`src/rtl/uart_result_streamer.sv`:
```
// Streams every systolic-array accumulator to the host as UART 8N1 frames:
// one sync byte, then all words in address order, each little-endian.
module uart_result_streamer #(
  parameter int          MATRIX_SIZE    = 8,
  parameter int          ACC_WIDTH      = 32,
  parameter int          CLK_PER_BIT    = 54,
  parameter int          RD_LATENCY     = 1,
  parameter logic [7:0]  SYNC_BYTE      = 8'hA5,
  parameter int          ACC_ADDR_WIDTH = $clog2(MATRIX_SIZE*MATRIX_SIZE)
) (
  input  logic                      clk,
  input  logic                      rst,
  input  logic                      start,
  output logic                      busy,
  output logic                      done,
  output logic [ACC_ADDR_WIDTH-1:0] addr_acc,
  input  logic [ACC_WIDTH-1:0]      acc_out,
  output logic                      uart_tx
);

  localparam int N_WORDS        = MATRIX_SIZE*MATRIX_SIZE;
  localparam int BYTES_PER_WORD = ACC_WIDTH/8;
  localparam int BAUD_W         = $clog2(CLK_PER_BIT);
  localparam int BIDX_W         = (BYTES_PER_WORD > 1) ? $clog2(BYTES_PER_WORD) : 1;
  localparam int LAT_W          = $clog2(RD_LATENCY+1);

  localparam logic [BAUD_W-1:0]         BAUD_LAST = BAUD_W'(CLK_PER_BIT-1);
  localparam logic [BIDX_W-1:0]         BYTE_LAST = BIDX_W'(BYTES_PER_WORD-1);
  localparam logic [LAT_W-1:0]          LAT_LAST  = LAT_W'(RD_LATENCY-1);
  localparam logic [ACC_ADDR_WIDTH-1:0] ADDR_LAST = ACC_ADDR_WIDTH'(N_WORDS-1);

  typedef enum logic [2:0] {
    S_IDLE,
    S_SYNC,
    S_FETCH,
    S_LOAD,
    S_SEND,
    S_DONE
  } state_t;

  state_t                    state, state_n;
  logic [BAUD_W-1:0]         baud_cnt, baud_n;
  logic [3:0]                bit_cnt, bit_n;
  logic [7:0]                shift_reg, shift_n;
  logic [ACC_WIDTH-1:0]      word_reg, word_n;
  logic [BIDX_W-1:0]         byte_idx, byte_n, byte_inc;
  logic [LAT_W-1:0]          lat_cnt, lat_n;
  logic [ACC_ADDR_WIDTH-1:0] addr_n;
  logic                      tx_n;
  logic                      frame_done;

  assign byte_inc = byte_idx + 1'b1;
  assign busy     = (state != S_IDLE);
  assign done     = (state == S_DONE);

  always_ff @(posedge clk) begin
    if (rst) begin
      state     <= S_IDLE;
      baud_cnt  <= '0;
      bit_cnt   <= '0;
      shift_reg <= '0;
      word_reg  <= '0;
      byte_idx  <= '0;
      lat_cnt   <= '0;
      addr_acc  <= '0;
      uart_tx   <= 1'b1;
    end else begin
      state     <= state_n;
      baud_cnt  <= baud_n;
      bit_cnt   <= bit_n;
      shift_reg <= shift_n;
      word_reg  <= word_n;
      byte_idx  <= byte_n;
      lat_cnt   <= lat_n;
      addr_acc  <= addr_n;
      uart_tx   <= tx_n;
    end
  end

  always_comb begin
    state_n    = state;
    baud_n     = baud_cnt;
    bit_n      = bit_cnt;
    shift_n    = shift_reg;
    word_n     = word_reg;
    byte_n     = byte_idx;
    lat_n      = lat_cnt;
    addr_n     = addr_acc;
    tx_n       = uart_tx;
    frame_done = 1'b0;

    // Bit sequencer shared by the header and data frames; bit_cnt is the bit on the line.
    if (state == S_SYNC || state == S_SEND) begin
      if (baud_cnt != BAUD_LAST) begin
        baud_n = baud_cnt + 1'b1;
      end else begin
        baud_n = '0;
        if (bit_cnt == 4'd9) begin
          frame_done = 1'b1;
        end else begin
          bit_n = bit_cnt + 4'd1;
          if (bit_cnt == 4'd8) begin
            tx_n = 1'b1;
          end else begin
            tx_n    = shift_reg[0];
            shift_n = {1'b0, shift_reg[7:1]};
          end
        end
      end
    end

    case (state)
      S_IDLE: begin
        addr_n = '0;
        tx_n   = 1'b1;
        if (start) begin
          state_n = S_SYNC;
          shift_n = SYNC_BYTE;
          tx_n    = 1'b0;
          baud_n  = '0;
          bit_n   = '0;
        end
      end
      S_SYNC: begin
        if (frame_done) begin
          state_n = S_FETCH;
          addr_n  = '0;
          lat_n   = '0;
          bit_n   = '0;
        end
      end
      S_FETCH: begin
        if (lat_cnt == LAT_LAST) state_n = S_LOAD;
        else                     lat_n   = lat_cnt + 1'b1;
      end
      S_LOAD: begin
        word_n  = acc_out;
        byte_n  = '0;
        shift_n = acc_out[7:0];
        tx_n    = 1'b0;
        baud_n  = '0;
        bit_n   = '0;
        state_n = S_SEND;
      end
      S_SEND: begin
        if (frame_done) begin
          bit_n = '0;
          // Bytes of one word go back-to-back: next start bit follows the stop bit directly.
          if (byte_idx != BYTE_LAST) begin
            byte_n  = byte_inc;
            shift_n = word_reg[{byte_inc, 3'b000} +: 8];
            tx_n    = 1'b0;
          end else if (addr_acc == ADDR_LAST) begin
            state_n = S_DONE;
          end else begin
            addr_n  = addr_acc + 1'b1;
            lat_n   = '0;
            state_n = S_FETCH;
          end
        end
      end
      S_DONE: begin
        state_n = S_IDLE;
      end
      default: begin
        state_n = S_IDLE;
      end
    endcase
  end

endmodule

```
`config.mk`:
```
export PLATFORM = sky130hd
export DESIGN_NAME = uart_result_streamer
export DESIGN_NICKNAME = d
export VERILOG_FILES = /design/src/rtl/uart_result_streamer.sv
export SDC_FILE = /design/constraint.sdc
export NUM_CORES = 1
export LEC_CHECK = 0
export ABC_AREA = 1
export BUFFER_PORTS_ARGS = -buffer_cell sky130_fd_sc_hd__buf_2
export CAP_MARGIN = 0
export CELL_PAD_IN_SITES_DETAIL_PLACEMENT = 1
export CELL_PAD_IN_SITES_GLOBAL_PLACEMENT = 2
export CORE_ASPECT_RATIO = 1.5
export CORE_MARGIN = 1.5
export CORE_UTILIZATION = 33
export CTS_CLUSTER_DIAMETER = 150
export DETAILED_ROUTE_END_ITERATION = 8
export GPL_TIMING_DRIVEN = 0
export MAX_ROUTING_LAYER = met4
export PLACE_DENSITY = 0.84
export SYNTH_ARGS = -nofsm -noshare
export SYNTH_HDL_FRONTEND = slang
export SYNTH_SLANG_ARGS = --single-unit
```
`constraint.sdc`:
```
create_clock -name clk -period 3.7 [get_ports clk]
set_input_delay 0.74 -clock clk [delete_from_list [all_inputs] [get_ports clk]]
set_output_delay 0.74 -clock clk [all_outputs]
set_load 0.03 [all_outputs]
```
==> reports/summary.txt <==
count leader, synth = nand2_1
CTS resizes = 0
CTS tree = yes
number of flip-flops in the largest register = 32
GP Congestion = 0.852
clk sinks = 62
EDFF count, synth = 0
Final Critical Period = 1.96 ns
status = finished clean
clk_lat worst skew = 0.33 ns
register area share after synthesis = 0.387
Worst Clk Skew = 0.00370 ns
Final Cycle Share = 0.528
Critical Path RT = 2.96 ns
Slew HR = 0.597
Detailed Route WL = 9.49 mm
cts hold-fix bufs = 0
Pwr Total = 2550 uW
Async SR Flop Fraction = 0
Synth Instances = 496
Final setup violation count = 0
die height = 124 microns
RSZ-0062 raised after global routing = no
IO Port Bufs = 43
post-detail-place hpwl = 7.42 mm
grt total ovfl = 0
Area Overhead vs Synth = 19.4%
core area = 9360 sq um
Synth top cells by count = nand2_1 (128), nor2_1 (94), dfxtp_1 (62)
M2 GR Usage = 0.395
largest delay contributor family on the critical path = flip-flops
register-to-register setup slack = 1.91 ns
global-route wire length before repair = 16.4 mm
Nets = 592
arrival time at the worst endpoint = 1.22 ns
Syn Area/Cell = 6.46 sq um
worst path buffer plus inverter count = 1
Die W = 83.5 microns
Max Root-Sink Buffers = 2
setup TNS = 0 ns
worst-margin pin slew = 0.605 ns
fmax = 511 MHz
Worst path max stage delay = 0.44 ns
routed via count = 3250
ys flop type = dfxtp_1
largest area contributor in the netlist = dfxtp_1
CTS Root Cell = clkbuf_16
CP Launch Type = flip-flop
Worst VDD drop = 0.000351 V
All-Layer GR Usage = 0.208
final hold vios = 0
Max Slew Vio Count = 0
# Post-CTS Setup Buffers = 0
CP max-delay cell = dfxtp_1
initial antenna violation count = 0
Antenna Nets Post-Route = 0
top cells by area, synth = dfxtp_1 (39%), nand2_1 (15%), nor2_1 (11%), o21ai_0 (5.8%), inv_1 (5.0%)
Crit Path Class = flip-flop to output port
grt peak-use layer = met2
endpoint class of the critical path = output port
CTS Buf Count = 9
worst reg2reg path startpoint = bit_cnt[1]
register bit total from synthesis = 62
clock slew at reported path FFs = 0.05 ns
vias in the first global route = 3507
WHS = 0.469 ns
vias per inst = 4.87
met1 global-route usage = 0.209
Synth cell types = 28
Synth Cell Area = 3200 sq um
min-delay worst type = flip-flop to flip-flop
Worst Min Path Start = word_reg[5]
FP Rows = 43
initial drt markers = 83
DRT Pass-1 Iters = 4
H-tree Lvls = 3
critical-path cell list = nand2_1, nor2_1, buf_2
Die ar. = 10300 sq um
Synth top area share = 0.387
CP Max Fanout = 6
final instance area = 3830 sq um
DP Area = 3560 sq um
layout cells sized above 1 = 0.155
io pins = 44
ratio of total power to cell area = 665 nW/um^2
Fill cells = 1263
DRC viols = 0
largest net degree at the start of global routing = 11
Critical Path Start = state[2]
MaxCap Viol Count = 0
GR met3 Demand/Resource = 0.0364
ant diodes = 0
leakage power = 0.00173 uW
Initial Util = 0.342
Ys Warns = 0
routed wire length per instance = 14.2 microns
syn nets = 538
[layout by cell type (no fill, tap or decap), types with 2 or more instances in the layout]
cell type	n
inv_2	3
buf_2	50
inv_1	43
clkinv_2	5
nand3_1	29
nor2_4	3
ha_1	7
nor2_1	94
xnor2_1	2
xor2_1	2
nand2_1	128
clkbuf_1	11
nor3_1	5
nand3_2	2
o22ai_1	2
dfxtp_1	62
o21ai_1	2
clkbuf_16	9
o21ai_0	37
nand4_1	10
nand2_2	8
nor2_2	3
a21oi_1	30
[through the flow]
| stage | instances | util | setup slack, ns |
|---|---|---|---|
| after global routing | 667 | 0.409 | 1.61 |
| after detailed placement | 651 | 0.380 | 1.71 |
| after global placement | 651 | 0.380 | 1.74 |
| final | 667 | 0.409 | 1.74 |
| after CTS | 667 | 0.409 | 1.72 |
| after floorplan | 496 | - | 2.03 |
[logic make-up after synthesis]
family / Yosys count / share of synthesized area
AND/OR/NAND/NOR: 285 / 0.377
flip-flops: 62 / 0.387
XOR/XNOR: 4 / 0.0109
AO/OA/AOI/OAI: 73 / 0.116
adder cells (fa/ha/maj): 7 / 0.0273
buffers and inverters: 65 / 0.0812
[power by group]
part | internal [uW] | leakage, uW | switching, uW | total [uW]
clock network | 465 | 0.000139 | 297 | 762
logic | 293 | 0.00109 | 663 | 956
registers | 764 | 0.000502 | 65.1 | 829
total | 1520 | 0.00173 | 1030 | 2550
[worst reg2reg max path, cell delays in order (launching register included)]
cell and delay [ns]:
dfxtp_1 0.31, inv_1 0.12, ha_1 0.16, inv_1 0.05, nor2_1 0.26, nand4_1 0.37
nor2_1 0.24, nor2_1 0.06, a21oi_1 0.16
[cell type report]
class | instances | area, sq um | area share
clock inverters | 5 | 25.0 | 0.00654
clock buffers | 11 | 243 | 0.0634
inverters | 46 | 173 | 0.0451
flip-flops and latches | 62 | 1240 | 0.324
plain buffers | 19 | 87.6 | 0.0229
repair buffers | 43 | 215 | 0.0562
well taps | 112 | 140 | 0.0366
multi-input cells | 369 | 1700 | 0.445
[path summary, 6_finish.rpt]
path	end	cells after the start
worst max register to register	shift_reg[7]	8
worst min register to register	word_reg[5]	2
worst max-delay path	done	3
worst min-delay path	word_reg[5]	2
[routing by layer]
| metal | vias to the layer above | share of wire |
|---|---|---|
| li1 | 1681 | - |
| met1 | 1512 | 0.41 |
| met2 | 43 | 0.54 |
| met3 | 14 | 0.021 |
| met4 | 0 | 0.025 |
| met5 | - | 0 |
No activity file was read; power rests on OpenSTA's default activity.
